### src/rtl/sipo_deserializer.sv
// Serial-in/parallel-out receiver: assembles framed serial bits into WIDTH-bit
// words and presents them through a one-entry valid/ready holding register.
module sipo_deserializer #(
  parameter int WIDTH     = 8,
  parameter bit MSB_FIRST = 1'b1
) (
  input  logic             clk,
  input  logic             reset,
  input  logic             bitIn,
  input  logic             bitValid,
  input  logic             frameStart,
  output logic [WIDTH-1:0] dataOut,
  output logic             dataValid,
  input  logic             dataReady,
  output logic             overrun,
  input  logic             clrOverrun,
  output logic             syncErr
);

  localparam int CW = $clog2(WIDTH);
  localparam logic [CW-1:0] LAST_CNT = CW'(WIDTH - 1);

  typedef enum logic [0:0] {
    HUNT  = 1'b0,
    SHIFT = 1'b1
  } state_t;

  state_t           state_r, state_s;
  logic [CW-1:0]    bit_cnt_r, bit_cnt_s;
  logic [WIDTH-1:0] shift_r, shift_s;
  logic [WIDTH-1:0] shifted_s, fresh_s, word_s;
  logic             word_done_s, sync_err_s, load_s;

  // Next-state logic for framing and bit assembly
  always_comb begin
    state_s     = state_r;
    bit_cnt_s   = bit_cnt_r;
    shift_s     = shift_r;
    word_s      = {WIDTH{1'b0}};
    word_done_s = 1'b0;
    sync_err_s  = 1'b0;

    // fresh_s seeds a new word so the first bit lands in its final position after WIDTH-1 shifts
    if (MSB_FIRST) begin
      shifted_s = {shift_r[WIDTH-2:0], bitIn};
      fresh_s   = {{(WIDTH-1){1'b0}}, bitIn};
    end else begin
      shifted_s = {bitIn, shift_r[WIDTH-1:1]};
      fresh_s   = {bitIn, {(WIDTH-1){1'b0}}};
    end

    case (state_r)
      HUNT: begin
        if (bitValid && frameStart) begin
          shift_s   = fresh_s;
          bit_cnt_s = CW'(1);
          state_s   = SHIFT;
        end else begin
          state_s = HUNT;
        end
      end
      SHIFT: begin
        if (bitValid && frameStart) begin
          shift_s    = fresh_s;
          bit_cnt_s  = CW'(1);
          sync_err_s = (bit_cnt_r != {CW{1'b0}});
        end else if (bitValid && (bit_cnt_r == LAST_CNT)) begin
          shift_s     = shifted_s;
          word_s      = shifted_s;
          word_done_s = 1'b1;
          bit_cnt_s   = {CW{1'b0}};
        end else if (bitValid) begin
          shift_s   = shifted_s;
          bit_cnt_s = bit_cnt_r + CW'(1);
        end else begin
          shift_s = shift_r;
        end
      end
      default: begin
        state_s   = HUNT;
        bit_cnt_s = {CW{1'b0}};
        shift_s   = {WIDTH{1'b0}};
      end
    endcase

    load_s = word_done_s && (!dataValid || dataReady);
  end

  // Framing state, counter and shift register
  always_ff @(posedge clk or posedge reset) begin
    if (reset) begin
      state_r   <= HUNT;
      bit_cnt_r <= {CW{1'b0}};
      shift_r   <= {WIDTH{1'b0}};
    end else begin
      state_r   <= state_s;
      bit_cnt_r <= bit_cnt_s;
      shift_r   <= shift_s;
    end
  end

  // Holding register, handshake and status flags
  always_ff @(posedge clk or posedge reset) begin
    if (reset) begin
      dataOut   <= {WIDTH{1'b0}};
      dataValid <= 1'b0;
      overrun   <= 1'b0;
      syncErr   <= 1'b0;
    end else begin
      syncErr <= sync_err_s;
      if (load_s) begin
        dataOut   <= word_s;
        dataValid <= 1'b1;
      end else if (dataValid && dataReady) begin
        dataValid <= 1'b0;
      end
      // a dropped word sets overrun even when a clear is requested
      if (word_done_s && !load_s) begin
        overrun <= 1'b1;
      end else if (clrOverrun) begin
        overrun <= 1'b0;
      end
    end
  end

endmodule

### config.mk
export PLATFORM = sky130hd
export DESIGN_NAME = sipo_deserializer
export DESIGN_NICKNAME = d
export VERILOG_FILES = /design/src/rtl/sipo_deserializer.sv
export SDC_FILE = /design/constraint.sdc
export NUM_CORES = 1
export LEC_CHECK = 0
export BUFFER_PORTS_ARGS = -buffer_cell sky130_fd_sc_hd__buf_4
export CAP_MARGIN = 10
export CELL_PAD_IN_SITES_DETAIL_PLACEMENT = 1
export CELL_PAD_IN_SITES_GLOBAL_PLACEMENT = 1
export CORE_MARGIN = 2
export CORE_UTILIZATION = 37
export DETAILED_ROUTE_END_ITERATION = 10
export PLACE_DENSITY_LB_ADDON = 0.1
export REMOVE_ABC_BUFFERS = 1
export SYNTH_ARGS = -nofsm -noshare
export SYNTH_HDL_FRONTEND = slang
export SYNTH_SLANG_ARGS = --single-unit
### constraint.sdc
create_clock -name clk -period 1.7 [get_ports clk]
set_clock_uncertainty 0.15 [all_clocks]
set_input_delay 0.17 -clock clk [delete_from_list [all_inputs] [get_ports clk]]
set_output_delay 0.17 -clock clk [all_outputs]
set_load 0.03 [all_outputs]
==> metrics list, run 1 <==
- Global routing finished with a remaining overflow of 0.
- In this run the number of H-tree levels came out at 1.
- Global-route wire length before repair: 3020 um
- The routed design could run at a clock period as short as 1.65 ns.
* Worst-path maximum fanout: 5
- Hold timing on the final database bottoms out at a slack of 0.278 ns.
- The path class of the tightest hold or removal check is input port to async pin.
- DR pass1 iterations: 4
- In this run the vertical extent of the chip is 54.2 um.
- For this run, the number of Yosys warnings is 0.
* Setup Total Neg Slack: 0 ns
- Entering global routing, the biggest net connects 23 pins.
- Ratio of final minimum period to clock period: 97.1%
- Routability-driven placement finished with a final weighted congestion of 0.692.
- Maximum resistive drop on vdd: 0.000637 V
- Power density of the placed cells: 1050 nW/um2
- Unrepaired setup endpoints after global routing: yes
- Critical path capture point type: register
- Via count of the first global-routing pass: 644
- Max-slew violations: 0
- Global routing used 15.1% of the available tracks across all layers.
- Average vias per placed instance: 4.84
- The initial utilization of the core area, before any placement, comes to 38.3%.
* Per-cell routed wire length: 14.2 um
- The die covers 2930 um2.
- The HPWL after detailed placement is 1470 um.
- 0 antenna diodes ended up in the layout.
* Number of placement rows: 18
- Syn-to-layout area delta: 41.1%
- Data on the critical path is required at its endpoint by 1.77 ns.
* Reg clk slew, reported paths: 0.13 ns
* Final Setup Violations: 0
- In this run the static leakage power is 0.000656 uW.
- Number of input and output port buffers inserted: 17
- Data arrives at the worst endpoint at 1.72 ns.
- The flow ran to the end, and the final reports show no timing, DRC or antenna violations.
- Net count, final: 127
* Number of synthesized register bits: 22
- Fraction of post-synthesis cell area in the top cell type by area: 59.1%
- Most used cells in the layout excluding fill and tap cells: sky130_fd_sc_hd__buf_4, sky130_fd_sc_hd__dfrtp_1, sky130_fd_sc_hd__inv_1, sky130_fd_sc_hd__nand2_1, sky130_fd_sc_hd__a22o_1
- After synthesis the cells add up to 931 um2.
- Residual DRC count: 0
* Total I/O pin count: 18
* Sequential cell area fraction in the yosys report: 59.1%
- TritonCTS Sinks: 22
* Number of standard cells after synthesis: 77
- A synthesized cell averages 12.1 um2.
- The library cell used most frequently in the layout, excluding fill and tap cells, is sky130_fd_sc_hd__buf_4.
- The region available for standard cell placement spans 2430 um2.
- In this run the clock root is driven by a sky130_fd_sc_hd__clkbuf_4.
- The clock passes through at most 2 buffers.
- In the final layout, the share of cells above drive strength 1 is 34.5%.
- Max Cap Violations: 0
* Number of buffers created by CTS: 3
- Ranked by total cell area, the synthesized netlist is headed by sky130_fd_sc_hd__dfrtp_1, sky130_fd_sc_hd__a22o_1, sky130_fd_sc_hd__mux2i_1, sky130_fd_sc_hd__inv_1, sky130_fd_sc_hd__ha_1.
- Final hold violations: 0
- TritonCTS built the clock tree.
- Setup crit start kind: register
- Remaining number of nets flagged by the antenna check after routing: 0
- In this run the tightest slew margin relative to its limit is 80.4%.
- sky130_fd_sc_hd__dfrtp_1 takes more of the synthesized area than any other cell.
- Timing-limited maximum frequency: 606 MHz
* Width of the die: 54.2 um
- The clock reaches the later pin of the worst-skew pair after 0.31 ns.
* Number of antenna violations at the first check in global routing: 0
- In this run, the number of DRC markers left after iteration 0 of detailed routing was 3.
- Routed wire length: 2070 um
* Via Count: 707
- Category of the critical setup timing path: register to register
* Cell variety after synth: 20
- For the pin with the worst max-slew slack, the measured transition is 0.293 ns.
worst max-delay path, cell delays in order (launching register included):
cell	delay (ns)
sky130_fd_sc_hd__dfrtp_1	0.40
sky130_fd_sc_hd__ha_2	0.20
sky130_fd_sc_hd__ha_4	0.12
sky130_fd_sc_hd__nand4b_1	0.10
sky130_fd_sc_hd__nor2b_1	0.12
sky130_fd_sc_hd__buf_4	0.16
sky130_fd_sc_hd__mux2_4	0.30
flip-flops by register name, indices dropped and copies added, names as in the netlist:
name / count
bit_cnt_r: 3
dataOut: 8
dataValid: 1
overrun: 1
shift_r: 7
state_r: 1
syncErr: 1
metal layers:
layer,GRT usage [%],wire length (um)
met1,19.9,952
met2,24.3,1010
met3,3.33,87
met4,5.00,24
met5,0,0
report_power, final:
group	leakage, uW	internal (uW)	switching (uW)
Sequential	0.000265	588	45.1
Combinational	0.000362	147	187
Clock	0.0000279	238	169
cells by family after synthesis:
family                     count (synthesis)  share of synthesized area (%)
buffers and inverters                     13                           6.05
DFF                                       22                           59.1
and+or+nand+nor                           16                           7.93
AOI/OAI and AO/OA                         14                           12.0
adders and majority gates                  3                           4.03
muxes                                      9                           10.9
synthesized netlist by cell type:
cell type	n
sky130_fd_sc_hd__ha_1	3
sky130_fd_sc_hd__a21boi_1	1
sky130_fd_sc_hd__nand2_1	10
sky130_fd_sc_hd__nand2b_1	1
sky130_fd_sc_hd__nor2b_1	1
sky130_fd_sc_hd__inv_1	12
sky130_fd_sc_hd__o22ai_1	1
sky130_fd_sc_hd__dfrtp_1	22
sky130_fd_sc_hd__buf_6	1
sky130_fd_sc_hd__a32o_1	1
sky130_fd_sc_hd__mux2_4	2
sky130_fd_sc_hd__nor3b_1	1
sky130_fd_sc_hd__o21ai_0	2
sky130_fd_sc_hd__mux2_2	1
sky130_fd_sc_hd__a22o_1	7
sky130_fd_sc_hd__o21ai_2	1
sky130_fd_sc_hd__nor2_1	2
sky130_fd_sc_hd__mux2i_1	6
sky130_fd_sc_hd__a21o_1	1
sky130_fd_sc_hd__nand4b_1	1
what timing repair did:
action,CTS,global route
gates resized for setup,0,4
hold buffers,6,0
setup endpoints to repair,0,5
endpoints found under the hold margin,29,0
buffers inserted,0,3
per-stage QoR:
| stage | worst slack (ns) | instances | total power [uW] | area, um2 | util (%) |
|---|---|---|---|---|---|
| 2_1_floorplan | -0.319 | 76 | 818 | 920 | - |
| 3_3_place_gp | 0.0639 | 133 | 946 | 1160 | 47.7 |
| 3_5_place_dp | 0.0332 | 133 | 958 | 1160 | 47.7 |
| 4_1_cts | 0.00938 | 143 | 1380 | 1270 | 52.3 |
| 5_1_grt | -0.0549 | 146 | 1450 | 1310 | 54.0 |
| 6_report | 0.0491 | 146 | 1380 | 1310 | 54.0 |
layout make-up:
class | instances | area (um2)
clock buffers | 3 | 22.5
clock inverters | 1 | 30.0
fillers | 271 | 1120
inverters | 12 | 45.0
multi-input cells | 42 | 339
flip-flops and latches | 22 | 551
well taps | 30 | 37.5
repair buffers | 36 | 289
final timing paths:
path                       depth (start not counted)    endpoint  slack [ns]         start
setup / recovery                                   6  dataOut[7]        0.05  bit_cnt_r[1]
hold / removal                                     4  dataOut[6]        0.28         reset
hold reg to reg                                    2  dataOut[1]        0.38    dataOut[1]
max in group asynchronous                          4  dataOut[0]        0.89         reset
min in group clk                                   2  dataOut[1]        0.38    dataOut[1]
setup reg to reg                                   6  dataOut[7]        0.05  bit_cnt_r[1]
No activity file was read; power rests on OpenSTA's default activity.
==> run 2, diff against run 1 <==
--- a/config.mk
+++ b/config.mk
@@ -12,6 +12,7 @@
 export CORE_MARGIN = 2
 export CORE_UTILIZATION = 37
 export DETAILED_ROUTE_END_ITERATION = 10
+export MAX_ROUTING_LAYER = met4
 export PLACE_DENSITY_LB_ADDON = 0.1
 export REMOVE_ABC_BUFFERS = 1
 export SYNTH_ARGS = -nofsm -noshare
==> run 2 against run 1 <==
Net effect:
- flip-flop and latch count stayed put
- hold slack improved by 0.0050 ns
- final cell count did not move
==> metrics list, run 2 (synthesis results as in run 1) <==
- Routed wire length: 2080 um (+0.39%)
- The share of total power in the clock network was 29.4% (-0.2 points).
* Critical path capture point type: register
- Width of the die: 54.2 um (unchanged)
* Worst-path maximum fanout: 5 (unchanged)
- The residual DRC count is 0 (unchanged).
* Data required time of the critical path: 1.76 ns (about the same)
- The number of antenna diodes is 0 (unchanged).
- Root buffer selected by CTS: sky130_fd_sc_hd__clkbuf_4
- Estimated wirelength of the detail-placed design: 1470 um (unchanged)
* Share of the core filled with cells in the final layout: 54.0% (unchanged)
- The delay contributed by the slowest stage of the critical path was 0.40 ns (about the same).
- Syn-to-layout area delta: 41.1% (unchanged)
- The total number of nets in the final design came to 127 (unchanged).
- Average vias per placed instance: 4.83 (-0.28%)
- The global-route wire length before repair was 3030 um (+0.46%).
- All-layer global routing usage: 15.5% (+0.43 points)
* Worst-case clock buffer depth: 2 (unchanged)
- Starting density of the core: 38.3% (unchanged)
- Category of the critical setup timing path: register to register
* Depth of the CTS H-tree: 1 (unchanged)
- The final sum of negative setup slack was 0 ns (unchanged).
* Leakage component of the power: 0.000656 uW (unchanged)
- Maximum resistive drop on vdd: 0.000633 V (-0.62%)
- Reg clk slew, reported paths: 0.13 ns (about the same)
- The CTS buffer count was 3 (unchanged).
* DR pass1 iterations: 4 (unchanged)
- The minimum clock period after layout is 1.65 ns (+0.000345 ns).
* Final Setup Violations: 0 (unchanged)
- The sequential fraction of design power is 46.1% (about the same).
- Critical-path top delay cell: sky130_fd_sc_hd__dfrtp_1
- Most used cells in the layout excluding fill and tap cells: sky130_fd_sc_hd__buf_4, sky130_fd_sc_hd__dfrtp_1, sky130_fd_sc_hd__inv_1, sky130_fd_sc_hd__nand2_1, sky130_fd_sc_hd__a22o_1
- Ratio of final minimum period to clock period: 97.1% (about the same)
- Counting flops per register, the top entry is dataOut.
- The max-slew violation total from the final report came to 0 (unchanged).
- The data arrival time of the worst path is 1.71 ns (about the same).
* Routability cong.: 0.699 (+1.1%)
- The actual slew at the worst max-slew pin came to 0.297 ns (+0.00322 ns).
- Dpl ws: 0.0332 ns (unchanged)
- CP Cell Sequence: ha_2 > ha_4 > nand4b_1 > nor2b_1 > buf_4 > mux2_4
- The flow ran to the end, and the final reports show no timing, DRC or antenna violations.
- The buffers plus inverters on the worst setup path is 1 (unchanged).
* Net Sw Power: 399 uW (-0.67%)
* Internal power: 974 uW (about the same)
- The die area came to 2930 um2 (unchanged).
- Timing-limited maximum frequency: 606 MHz (about the same)
* Setup crit start kind: register
- The headroom to the max-slew limit was 80.2% (-0.21 points).
- The detailed-route via count is 705 (-0.28%).
* Sw Share: 29.1% (-0.14 points)
* Pin count of the biggest net entering global routing: 23 (unchanged)
- Combinational fraction of design power: 24.4% (about the same)
- Starting DRT DRC Count: 2 (-1)
- Overall die height: 54.2 um (unchanged)
- The worst-case register-to-register setup slack is 0.05 ns (about the same).
- Total gr overflow: 0 (unchanged)
- Core region area: 2430 um2 (unchanged)
- TritonCTS Sinks: 22 (unchanged)
- Leading cell type in the layout, fill and taps excluded: sky130_fd_sc_hd__buf_4
- Final hold violations: 0 (unchanged)
* Power density of the placed cells: 1050 nW/um2 (-0.20%)
- Max Cap Violations: 0 (unchanged)
* Via count of the first global-routing pass: 646 (+0.31%)
- Remaining number of nets flagged by the antenna check after routing: 0 (unchanged)
* Fraction of layout cells with a size suffix above 1: 34.5% (unchanged)
- The initial antenna violation count is 0 (unchanged).
* Largest registers: dataOut (8), shift_r (7), bit_cnt_r (3)
- Number of flip-flops in the largest register: 8 (unchanged)
* Tightest Hold Check Type: input port to async pin
* Unrepaired setup endpoints after global routing: yes
* TritonCTS clock tree: done
- The insertion delay of the later-clocked pin in the worst-skew pair is 0.31 ns (about the same).
- The wire length per cell after detailed routing was 14.2 um (+0.39%).
- The number of port buffers was 17 (unchanged).
* Number of placement rows: 18 (unchanged)
- The minimum setup slack in the final design is 0.0488 ns (-0.000345 ns).
- The count of boundary I/O pins is 18 (unchanged).
* Family with the most delay on the worst path: flip-flops
[run 2: cell counts in the layout (fill, tap and decap cells not counted)]
Identical to the previous run, type by type.
[run 2: path summary, 6_finish.rpt]
| check | cells past startpoint | end | startpoint |
|---|---|---|---|
| min in group clk | 2 | dataOut[1] | dataOut[1] |
| worst max-delay path | 6 | dataOut[7] | bit_cnt_r[1] |
| max in group asynchronous | 4 | dataOut[0] | reset |
| worst min-delay path | 4 | dataOut[7] | reset |
| worst max register to register | 6 | dataOut[7] | bit_cnt_r[1] |
| worst min register to register | 2 | dataOut[1] | dataOut[1] |
[run 2: final cells by class]
cell class              count  area (um2)
clock buffers               3        22.5
repair buffers             36         289
multi-input cells          42         339
fillers                   271        1120
flip-flops and latches     22         551
inverters                  12        45.0
well taps                  30        37.5
clock inverters             1        30.0
[run 2: worst min-delay path, delay by kind of cell]
kind                   cells  cell delay [ns]
buffers and inverters      4             0.98
[run 2: stage by stage]
stage	instances	cell area, um2	power [uW]	hold WS (ns)
3_3_place_gp	133	1160	946	0.0816
2_1_floorplan	76	920	818	0.00923
3_5_place_dp	133	1160	958	0.0847
5_1_grt	146	1310	1450	0.325
4_1_cts	143	1270	1380	0.282
6_report	146	1310	1370	0.283
[run 2: layer usage]
layer  track usage, %  vias to the layer above  wire (um)
li1                 -                      337          -
met1             19.7                      350        960
met2             24.5                       16       1010
met3             3.33                        2         87
met4             5.00                        0         24
met5                -                        -          0
[run 2: timing repair]
action                     4_1_cts  5_1_grt
setup buffers                    0        3
setup endpoints to repair        0        5
hold buffers                     6        0
hold endpoints to repair        29        0
gates resized for setup          0        4
[run 2: power by group through the flow]
| stage | sequential [uW] | clock [uW] | combinational, uW |
|---|---|---|---|
| finish | 634 | 404 | 335 |
| global route | 644 | 440 | 364 |
| CTS | 633 | 422 | 327 |
| detailed placement | 643 | 0 | 316 |
| global placement | 637 | 0 | 309 |
| floorplan | 724 | 0 | 94.0 |
==> run 3, diff against run 2 <==
--- a/config.mk
+++ b/config.mk
@@ -13,7 +13,7 @@
 export CORE_UTILIZATION = 37
 export DETAILED_ROUTE_END_ITERATION = 10
 export MAX_ROUTING_LAYER = met4
-export PLACE_DENSITY_LB_ADDON = 0.1
+export PLACE_DENSITY = 0.74
 export REMOVE_ABC_BUFFERS = 1
 export SYNTH_ARGS = -nofsm -noshare
 export SYNTH_HDL_FRONTEND = slang
==> run 3 against run 2 <==
Net effect:
- the run now ends with negative setup slack left
- global-route usage grew 3.4 points
- utilization grew 0.72 points
- setup slack lost 0.12 ns
- die area is the same
- hold slack lost 0.28 ns
- clock power is essentially flat
- largest cell class unchanged
==> metrics list, run 3 (synthesis results as in run 1) <==
* Pin count of the biggest net entering global routing: 23 (unchanged)
- The met2 routed wirelength was 1260 um (+26%).
- Register area: 551 um2 (unchanged)
* Worst-case clock buffer depth: 2 (unchanged)
- Worst-path maximum fanout: 5 (unchanged)
- The endpoint identified for the worst register-to-register timing path is dataOut[3].
* Final Setup Violations: 7 (+7)
* Remaining number of nets flagged by the antenna check after routing: 0 (unchanged)
* Starting density of the core: 38.3% (unchanged)
* Category of the critical setup timing path: register to register
- The number of port buffers was 17 (unchanged).
- Area of the die: 2930 um2 (unchanged)
- The cell family contributing the most delay on the critical path is simple AND/OR/NAND/NOR gates.
- The cell area power density came to 1050 nW/um2 (+0.62%).
- Max-slew violations: 0 (unchanged)
- Largest registers: dataOut (8), shift_r (7), bit_cnt_r (3)
* Global-route wire length before repair: 3740 um (+23%)
- The total routed wirelength came to 2500 um (+20%).
- Root buffer selected by CTS: sky130_fd_sc_hd__clkbuf_4
* # fillers: 275 (+1.5%)
- Max Used Layer: met4
- Fraction of layout cells with a size suffix above 1: 38.5% (+4.0 points)
- The last weighted congestion value of the routability-driven placer came to 0.777 (+11%).
* Maximum resistive drop on vdd: 0.000734 V (+16%)
- The share of the clock period used by the worst path after layout was 104% (+7.2 points).
- The highest achievable clock rate is 564 MHz (-6.9%).
- The flip-flop count of the largest register after layout is 8 (unchanged).
- Depth of the CTS H-tree: 1 (unchanged)
- The via count of the first global-routing pass came to 762 (+18%).
* Total gr overflow: 0 (unchanged)
* Multi-input combinational cell area: 350 um2 (+3.3%)
* Syn-to-layout area delta: 43.0%
- Worst max-slew margin expressed relative to the limit: 81.2% (+0.94 points)
* Unrepaired setup endpoints after global routing: yes
* Setup crit start kind: register
* Overall die height: 54.2 um (unchanged)
- Antenna cell count: 0 (unchanged)
- The post-placement setup slack was -0.340 ns (-0.373 ns).
- Delay contributed by the slowest stage of the critical path: 0.38 ns (-0.02 ns)
* Per-cell routed wire length: 17.0 um (+19%)
- Critical R2R Launch: bit_cnt_r[1]
- All-layer global routing usage: 18.9% (+3.4 points)
- Worst-skew pair later-pin latency: 0.31 ns (about the same)
- The wire length the detailed router placed on met1 was 1110 um (+16%).
- The initial antenna violation count is 0 (unchanged).
- The total number of nets in the final design is 128 (+0.79%).
- Among all stages on the critical path, the largest delay is contributed by sky130_fd_sc_hd__dfrtp_1.
- Number of placement rows: 18 (unchanged)
- Core region area: 2430 um2 (unchanged)
* Final critical path time including I/O delays and setup: 1.77 ns (+0.122 ns)
- Number of buffers created by CTS: 3 (unchanged)
- Worst Setup Slack, final: -0.0732 ns (-0.122 ns)
* Hold path endpoint: dataValid
* Max Cap Violations: 0 (unchanged)
- The actual slew at the worst max-slew pin came to 0.282 ns (-0.0142 ns).
- The required time reported for the critical path endpoint is 1.78 ns (+0.02 ns).
* Total cell area at the placement stage: 1170 um2 (+1.3%)
- Leading cell type in the layout, fill and taps excluded: sky130_fd_sc_hd__buf_4
* Tightest Hold Check Type: input port to register
* TritonCTS Sinks: 22 (unchanged)
- dataOut holds more flip-flops than any other register.
- The count of boundary I/O pins came to 18 (unchanged).
- CP Cell Sequence: ha_2 > ha_4 > nand4b_1 > nor2b_4 > buf_6 > mux2i_1
* Arrival time at the worst endpoint: 1.85 ns (+0.14 ns)
- Critical path buffers and inverters: 1 (unchanged)
- Final hold violations: 0 (unchanged)
* Worst hold path startpoint: dataReady
- The initial detailed-routing violation count came to 6 (+4).
- Violations in the final reports: negative setup slack
* DR pass1 iterations: 2 (-2)
- The clock slew at the register clock pins of the worst setup and hold paths came to 0.13 ns (about the same).
- Most used cells in the layout excluding fill and tap cells: sky130_fd_sc_hd__buf_4, sky130_fd_sc_hd__dfrtp_1, sky130_fd_sc_hd__inv_1, sky130_fd_sc_hd__nand2_1, sky130_fd_sc_hd__a22o_1
- The final sum of negative setup slack came to -0.274 ns (-0.274 ns).
- The residual DRC count was 0 (unchanged).
- Leakage component of the power: 0.000672 uW (+2.5%)
* Reg-to-reg slack, setup: -0.07 ns (-0.12 ns)
- The run finished, with violations left.
* Average vias per placed instance: 5.05 (+4.5%)
- Estimated wirelength of the detail-placed design: 1490 um (+1.1%)
* Via Count: 742 (+5.2%)
* Total power: 1400 uW (+2.0%)
* Met3 WL post-DR: 73 um (-16%)
- The worst setup path is captured at a register.
* Post-layout instance area: 1330 um2 (+1.3%)
- Counting instances, the worst hold path has a depth of 3.
- The horizontal die dimension came to 54.2 um (unchanged).
- TritonCTS built the clock tree.
* Worst reg2reg path depth: 6 (unchanged)
==> run 3: changes by cell type in the layout (fill, tap and decap cells not counted) <==
cell | before | now
sky130_fd_sc_hd__dlygate4sd3_1 | 6 | 4
sky130_fd_sc_hd__mux2i_1 | 6 | 5
sky130_fd_sc_hd__nor2b_4 | 0 | 1
sky130_fd_sc_hd__mux2i_2 | 0 | 1
sky130_fd_sc_hd__buf_6 | 1 | 2
sky130_fd_sc_hd__buf_4 | 29 | 31
sky130_fd_sc_hd__nor2b_1 | 1 | 0
==> run 3: cell type report <==
| cell class | count | share of cell area (%) |
|---|---|---|
| Sequential cell | 22 | 41.4 |
| Multi-Input combinational cell | 42 | 26.3 |
| Timing Repair Buffer | 37 | 22.2 |
| Inverter | 12 | 3.38 |
| Tap cell | 30 | 2.82 |
| Clock inverter | 1 | 2.26 |
| Clock buffer | 3 | 1.69 |
==> run 3: report_power, final <==
part           leakage [uW]  switching [uW]  total [uW]  internal (uW)
clock             0.0000279             168         407            238
combinational      0.000379             208         362            154
sequential         0.000265            43.5         632            588
total              0.000672             419        1400            980
==> run 3: worst max-delay path by stage <==
stage / startpoint / end / cells past startpoint
final: bit_cnt_r[1] / dataOut[3] / 6
after global routing: bit_cnt_r[1] / dataOut[3] / 6
after CTS: bit_cnt_r[0] / dataOut[0] / 5
after detailed placement: bit_cnt_r[0] / dataOut[6] / 6
after global placement: bit_cnt_r[0] / dataOut[6] / 6
after floorplan: bit_cnt_r[0] / dataOut[0] / 5
==> run 3: layer usage <==
layer | GRT usage (%) | vias to the layer above
met5 | - | -
met4 | 6.25 | 0
met3 | 3.61 | 6
met2 | 31.5 | 20
met1 | 22.8 | 376
li1 | - | 340
==> run 3: metrics by stage <==
stage / cells / hold slack [ns] / utilization, %
3_3_place_gp: 135 / 0.0782 / 48.3
4_1_cts: 144 / 0.000935 / 52.9
6_report: 147 / 0.00376 / 54.7
2_1_floorplan: 76 / 0.00923 / -
5_1_grt: 147 / 0.0101 / 54.7
3_5_place_dp: 135 / 0.0869 / 48.3
==> run 3: what timing repair did <==
item | in CTS | in global routing
setup endpoints to repair | 8 | 8
hold endpoints to repair | 26 | 0
hold buffers | 4 | 0
pin swaps | 0 | 1
resized for setup | 3 | 5
buffers inserted | 1 | 3
==> run 3: worst reg2reg max path, stage by stage (launching register included) <==
cell and delay [ns]:
sky130_fd_sc_hd__dfrtp_1 0.38, sky130_fd_sc_hd__ha_2 0.20, sky130_fd_sc_hd__ha_4 0.13, sky130_fd_sc_hd__nand4b_1 0.17, sky130_fd_sc_hd__nor2b_4 0.28, sky130_fd_sc_hd__buf_6 0.15, sky130_fd_sc_hd__mux2i_1 0.23
